### src/rtl/oam_dma_arbiter.sv
// OAM DMA sequencer and external bus arbiter between the SM83 core and memory.
// A CPU write to FF46h starts a LEN-byte copy from {page,00h} into OAM.
// Optional build macro: DMA_REG_READBACK_EN (FF46h reads return the latched page).
module oam_dma_arbiter #(
  parameter int unsigned LEN         = 160,
  parameter int unsigned SLOT_CYCLES = 4,
  parameter int unsigned START_DELAY = 1
) (
  input  logic        CLK,
  input  logic        SYNC_RESET,
  input  logic [15:0] CPU_A,
  input  logic        CPU_RD,
  input  logic        CPU_WR,
  input  logic [7:0]  CPU_DOUT,
  output logic [7:0]  CPU_DIN,
  output logic [15:0] EXT_A,
  output logic        EXT_RD,
  output logic        EXT_WR,
  output logic [7:0]  EXT_DOUT,
  input  logic [7:0]  EXT_DIN,
  output logic [7:0]  OAM_A,
  output logic [7:0]  OAM_D,
  output logic        OAM_WR,
  output logic        DMA_ACTIVE
);

  localparam int unsigned IW        = (LEN > 1) ? $clog2(LEN) : 1;
  localparam int unsigned START_CYC = START_DELAY * SLOT_CYCLES;
  localparam int unsigned CNT_MAX   = (START_CYC > SLOT_CYCLES) ? START_CYC : SLOT_CYCLES;
  localparam int unsigned CW        = (CNT_MAX > 1) ? $clog2(CNT_MAX) : 1;

  localparam logic [CW-1:0] SLOT_LAST  = CW'(SLOT_CYCLES - 1);
  localparam logic [CW-1:0] START_LAST = CW'(START_CYC - 1);
  localparam logic [IW-1:0] IDX_LAST   = IW'(LEN - 1);

  typedef enum logic [1:0] {
    IDLE  = 2'd0,
    START = 2'd1,
    XFER  = 2'd2
  } state_t;

  state_t        state_q, state_d;
  logic [7:0]    page_q, page_d;
  logic [IW-1:0] idx_q, idx_d;
  logic [CW-1:0] phase_q, phase_d;

  logic       rd_eff, wr_eff;
  logic       ff46_hit, ff46_wr;
  logic       hram_acc, in_xfer, dma_hold, slot_end;
  logic [7:0] srcpage;

  // Decode the CPU cycle; a simultaneous RD+WR is treated as a write.
  always_comb begin
    rd_eff   = CPU_RD & ~CPU_WR;
    wr_eff   = CPU_WR;
    ff46_hit = (CPU_A == 16'hFF46);
    ff46_wr  = wr_eff & ff46_hit;
    hram_acc = (rd_eff | wr_eff) & (CPU_A >= 16'hFF80) & (CPU_A <= 16'hFFFE);
    in_xfer  = (state_q == XFER);
    dma_hold = in_xfer & hram_acc;
    slot_end = in_xfer & (phase_q == SLOT_LAST) & ~dma_hold & ~ff46_wr;
    srcpage  = (page_q >= 8'hE0) ? (page_q - 8'h20) : page_q;
  end

  // Next-state logic: an FF46h write restarts from any state and beats the slot-end write.
  always_comb begin
    state_d = state_q;
    page_d  = page_q;
    idx_d   = idx_q;
    phase_d = phase_q;
    if (ff46_wr) begin
      page_d  = CPU_DOUT;
      idx_d   = '0;
      phase_d = '0;
      state_d = (START_CYC == 0) ? XFER : START;
    end else begin
      unique case (state_q)
        IDLE: ;
        START: begin
          if (phase_q == START_LAST) begin
            phase_d = '0;
            state_d = XFER;
          end else begin
            phase_d = phase_q + 1'b1;
          end
        end
        XFER: begin
          if (!dma_hold) begin
            if (phase_q == SLOT_LAST) begin
              phase_d = '0;
              if (idx_q == IDX_LAST) begin
                idx_d   = '0;
                state_d = IDLE;
              end else begin
                idx_d = idx_q + 1'b1;
              end
            end else begin
              phase_d = phase_q + 1'b1;
            end
          end
        end
        default: state_d = IDLE;
      endcase
    end
  end

  // Bus arbitration and OAM write strobe; outputs follow the current state combinationally.
  always_comb begin
    EXT_A      = CPU_A;
    EXT_RD     = rd_eff;
    EXT_WR     = wr_eff & ~ff46_wr;
    EXT_DOUT   = CPU_DOUT;
    CPU_DIN    = EXT_DIN;
    OAM_A      = '0;
    OAM_D      = '0;
    OAM_WR     = 1'b0;
    DMA_ACTIVE = 1'b0;
    if (in_xfer) begin
      DMA_ACTIVE = 1'b1;
      OAM_A      = 8'(idx_q);
      OAM_D      = EXT_DIN;
      OAM_WR     = slot_end & ~SYNC_RESET;
      if (!dma_hold) begin
        EXT_A   = {srcpage, 8'(idx_q)};
        EXT_RD  = 1'b1;
        EXT_WR  = 1'b0;
        CPU_DIN = 8'hFF;
      end
    end
`ifdef DMA_REG_READBACK_EN
    if (rd_eff && ff46_hit) begin
      CPU_DIN = page_q;
      if (!in_xfer) EXT_RD = 1'b0;
    end
`endif
  end

  // State registers with synchronous reset; reset aborts any transfer in flight.
  always_ff @(posedge CLK) begin
    if (SYNC_RESET) begin
      state_q <= IDLE;
      page_q  <= '0;
      idx_q   <= '0;
      phase_q <= '0;
    end else begin
      state_q <= state_d;
      page_q  <= page_d;
      idx_q   <= idx_d;
      phase_q <= phase_d;
    end
  end

endmodule

### config.mk
export PLATFORM = sky130hd
export DESIGN_NAME = oam_dma_arbiter
export DESIGN_NICKNAME = d
export VERILOG_FILES = /design/src/rtl/oam_dma_arbiter.sv
export SDC_FILE = /design/constraint.sdc
export NUM_CORES = 1
export LEC_CHECK = 0
export CAP_MARGIN = 15
export CORE_ASPECT_RATIO = 1.1
export CORE_MARGIN = 8
export CORE_UTILIZATION = 32
export DETAILED_ROUTE_END_ITERATION = 10
export GPL_TIMING_DRIVEN = 0
export PLACE_DENSITY = 0.67
export SYNTH_ARGS = -nofsm -noshare
export SYNTH_HDL_FRONTEND = slang
export SYNTH_SLANG_ARGS = --single-unit
### constraint.sdc
create_clock -name CLK -period 2.2 [get_ports CLK]
set_input_delay 0.44 -clock CLK [delete_from_list [all_inputs] [get_ports CLK]]
set_output_delay 0.44 -clock CLK [all_outputs]
set_load 0.1 [all_outputs]
# Word-level counts from Yosys, hierarchy flattened
# Index checks and enable logic that the tools add are counted.
# Widths: inputs -> output; s select.
[op_classes] addsub=3 n_lt_le_gt_ge=3 eq_ne=14 mux=23 bitwise_logic=16 reduce_logical=7
[ops] cell="$mux 8" count=6
[ops] cell="$mux 16" count=2
[ops] cell="$eq 16x16->1 const B" count=1
[ops] cell="$ge 16x16->1 const B" count=1
[ops] cell="$le 16x16->1 const B" count=1
[ops] cell="$mux 2" count=6
[ops] cell="$and 1x1->1" count=10
[ops] cell="$reduce_and 5->1" count=2
[ops] cell="$add 8x1->8 const B" count=1
[ops] cell="$eq 8x8->1 const B" count=1
[ops] cell="$ge 8x8->1 const B" count=1
[ops] cell="$sub 8x6->8 const B" count=1
[ops] cell="$mux 1" count=7
[ops] cell="$ne 2x2->1 const B" count=3
[ops] cell="$ne 3x2->1 const B" count=2
[ops] cell="$ne 3x3->1 const B" count=2
[ops] cell="$pmux 2 s3" count=1
[ops] cell="$not 1->1" count=5
[ops] cell="$eq 2x2->1 const B" count=2
[ops] cell="$ne 2x1->1 const B" count=2
[ops] cell="$pmux 2 s2" count=1
[ops] cell="$reduce_and 3->1" count=1
[ops] cell="$add 2x1->2 const B" count=1
[ops] cell="$eq 2x1->1 const B" count=1
[ops] cell="5 further kinds" count=5
[word_totals] register_bits=20 output_inout_bits=52 wordCells=71

# Depth between registers and ports, before layout
[logic_depth] ltp_word=11 mapped_depth=7 depth_no_buf=6

# Worst setup path after synthesis
# OpenSTA, ideal clock, no wires.
[synth_timing] path_type="register to output" start="register state_q[1]" end="output port OAM_A[2]" arrival_ns=2.677 required_time_ns=1.760 path_slack_ns=-0.917 path_stages_with_launch=5 n_path_buf=2 path_cell_list="dfxtp_1 > nor2b_1 > clkbuf_1 > clkbuf_1 > and2_1"
[synth_via] elab_chain_cells=2
[synth_lines] item="start: declaration" line_no="42" source="state_t state_q, state_d;"
[synth_lines] item="start signal: assignment" line_no="146" source="state_q <= state_d;"
[synth_lines] item="$eq 2x2->1" line_no="59" source="in_xfer = (state_q == XFER);"
[synth_lines] item="$mux 8" line_no="118" source="if (in_xfer) begin"
[synth_lines] item="end: declaration" line_no="21" source="output logic [7:0] OAM_A,"
# Every way passes these cells.

# Worst setup path in the final report
[layout_timing] start="input port CPU_A[2]" end="output port EXT_A[6]"
[layout_via] elab_chain_cells=6 elab_cells_between_ends=7
[layout_lines] item="start: declaration" line_no="11" source="input logic [15:0] CPU_A,"
[layout_lines] item="$ge 16x16->1" line_no="58" source="hram_acc = (rd_eff | wr_eff) & (CPU_A >= 16'hFF80) & (CPU_A <= 16'hFFFE);"
[layout_lines] item="$and 1x1->1" line_no="58"
[layout_lines] item="$and 1x1->1 *" line_no="58"
[layout_lines] item="$and 1x1->1 *" line_no="60" source="dma_hold = in_xfer & hram_acc;"
[layout_lines] item="$mux 16 *" line_no="123" source="if (!dma_hold) begin"
[layout_lines] item="$mux 16 *" line_no="118"
[layout_lines] item="end: declaration" line_no="16" source="output logic [15:0] EXT_A,"
# Every way passes the cells marked *; elsewhere a longest branch is shown, timed or not.

==> metrics <==
worst skew pair latency=roughly 0.27 ns; number of flops mapped to enable cells by yosys=0; vias in the first global route=1895; Setup CP Type=in2out; FF/Latch Area=402 µm²; Final Power=between 1 and 1.5 mW; H-Tree Depth=1; final hold violations=0; filler instances=about 340; LEAKAGE=about 1.5 nW; outcome=finished clean; share of cells above drive strength 1=0.554; pin count of the biggest net entering global routing=13; Mapped Nets=246; area post-placement=2570 µm²; Bufs on Longest Clock Path=2; row count=26; Max rail drop VDD=between 300 and 400 µV; Hold Path Stages=2; DR vias=1868; initial antenna violation count=0; CORE AREA=around 4600 µm²; Internal=0.783 mW; RSZ-0062 raised after global routing=yes; TritonRoute pass-1 iters=4; worst slew pin tran=around 0.61 ns; Reg power frac=0.288; final worst path period share=0.993; Post-Synthesis Cell Area=1480 µm²; Worst Hold Class=reg2reg; I/O Buffers=86; fmax=approximately 0.46 GHz; final worst setup slack=between 0.015 and 0.02 ns; gr ovfl total=0; CTS tree=yes; Finish-stage setup viols=0; initial core utilization=0.325; Async S/R FF share, synth=0; pwr dens=approximately 400 nW/µm²; final clock skew=0.00362 ns; first-pass GRT wire length=roughly 9300 µm; DRT antenna net count=0; Mapped Cells=approximately 210; final wirelength=6200 µm; FF+latch count, synth=20; pre-CTS setup slack=-1.97 ns; Rel. slew slack=0.595; sequential share of the synthesized area=0.270; clock root buffer=clkbuf_8; nets=~350; crit-path max FO=5; CTS clk-pin slew, worst paths=~0.08 ns; GRT Util Overall=0.166; clock sinks=20; Ys Warns=0; die area=about 7000 µm²; hold buffer count at CTS=0; worst r2r path cells=6; Critical Path AT=between 1.5 and 2 ns; crit end category=primary output; Cell variety after synth=39; Pins Over Slew Limit=0; DRT iter0 DRCs=81; RePlAce Congestion=~0.75; final hold slack=0.490 ns; Final Critical Period=around 2.2 ns; Sw Ratio=0.377; Syn Area/Cell=7.16 µm²; area of the multi-input gates=1300 µm²; Die X=between 80 and 90 µm; NetSw=approximately 0.47 mW; Worst EP required=approximately 1.8 ns; fin area=between 3000 and 4000 µm²; clock power share=0.307; DRC=0; area delta synth->final=112%; Layout Utilization=0.688; n_diodes=0; wire per inst=about 17 µm; I/O pin cnt=88; Main synth FF type=dfxtp_1; CP Launch Type=input port; Die Y=just under 90 µm; hpwl dp=around 4300 µm; CTS buffer count=3; Max Cap Viol=0; Comb pwr share=0.405; drt via density=between 5 and 6
per-stage QoR:
step | cells | TNS [ns]
6_report | 370 | 0
5_1_grt | 370 | -0.362
4_1_cts | 369 | -0.111
3_5_place_dp | 349 | -62.58
3_3_place_gp | 349 | -62.44
2_1_floorplan | 207 | -1.68
timing repair:
item,CTS,global route
resized for setup,454,44
gates cloned,2,0
endpoints found under the setup margin,53,33
endpoints found under the hold margin,0,0
pin swaps,18,14
setup buffers,15,3
synthesized netlist by cell type (all sizes together) (2+ instances only):
library cell / count / area [µm²]
a21oi: 9 / 45.0
and2: 17 / 106
and4: 2 / 17.5
buf: 14 / 108
clkbuf: 3 / 11.3
dfxtp: 20 / 400
ha: 3 / 37.5
inv: 4 / 15.0
mux2i: 8 / 80.1
nand2: 52 / 195
nand2b: 11 / 76.3
nand3: 13 / 70.1
nand4: 2 / 12.5
nor2: 15 / 56.3
nor2b: 3 / 18.8
nor3: 2 / 15.0
o21ai: 9 / 45.0
or3: 4 / 25.0
or4b: 2 / 20.0
cell usage in the layout (no fill, tap or decap), drive strengths merged, types with 3 or more instances in the layout:
cell | synthesis | final
clkdlybuf4s50 | 0 | 16
nand2 | 52 | 53
buf | 14 | 89
and2 | 17 | 17
clkbuf | 3 | 9
nor2b | 3 | 3
ha | 3 | 3
or3 | 4 | 4
dfxtp | 20 | 20
mux2i | 8 | 8
a21oi | 9 | 9
nand3 | 13 | 13
clkdlybuf4s15 | 0 | 8
inv | 4 | 4
o21ai | 9 | 9
nor2 | 15 | 15
nand2b | 11 | 11
state kept, by name, indices dropped and copies added, names as in the netlist:
signal   cells
page_q       8
phase_q      2
idx_q        8
state_q      2
routing by layer:
layer / vias up / GRT usage / routed length [µm]
met2: 72 / 0.299 / 3140
met5: - / 0 / 0
met1: 871 / 0.176 / 2380
met4: 0 / 0.0455 / 146
met3: 13 / 0.0579 / 529
li1: 912 / - / -
final cells by class:
type                       instances  area share
inverter                           4     0.00479
clock buffer                       3      0.0132
clock inverter                     1     0.00958
sequential                        20       0.128
tap                               56      0.0223
multi-input combinational        167       0.415
buffer                            14      0.0403
timing repair buffer             105       0.366
power groups by stage:
stage / combinational (mW) / clock [mW] / sequential (mW)
floorplan: 0.309 / 0 / 0.370
global placement: 0.451 / 0 / 0.370
detailed placement: 0.451 / 0 / 0.370
CTS: 0.495 / 0.389 / 0.362
global route: 0.524 / 0.405 / 0.362
finish: 0.509 / 0.387 / 0.362
worst max-delay path: stages:
cell,delay [ns]
buf_2,0.11
nand3_4,0.09
o2111a_2,0.31
nor3_4,0.24
buf_6,0.21
nand2_4,0.06
nand2_4,0.09
buf_12,0.17
final timing paths:
path,startpoint,to,slack [ns]
max,CPU_A[2],EXT_A[6],0.02
min,phase_q[1],phase_q[1],0.49
max reg2reg,idx_q[0],state_q[1],0.23
min reg2reg,phase_q[1],phase_q[1],0.49
kinds of logic after synthesis:
| kind of cell | after synthesis | synth area share |
|---|---|---|
| adders and majority gates | 3 | 0.0253 |
| buffers and inverters | 21 | 0.0904 |
| AOI/OAI and AO/OA | 24 | 0.0988 |
| xor gates and xnor gates | 2 | 0.0118 |
| DFF | 20 | 0.270 |
| muxes | 8 | 0.0541 |
| and+or+nand+nor | 129 | 0.449 |
(Power assumes the default switching activity.)
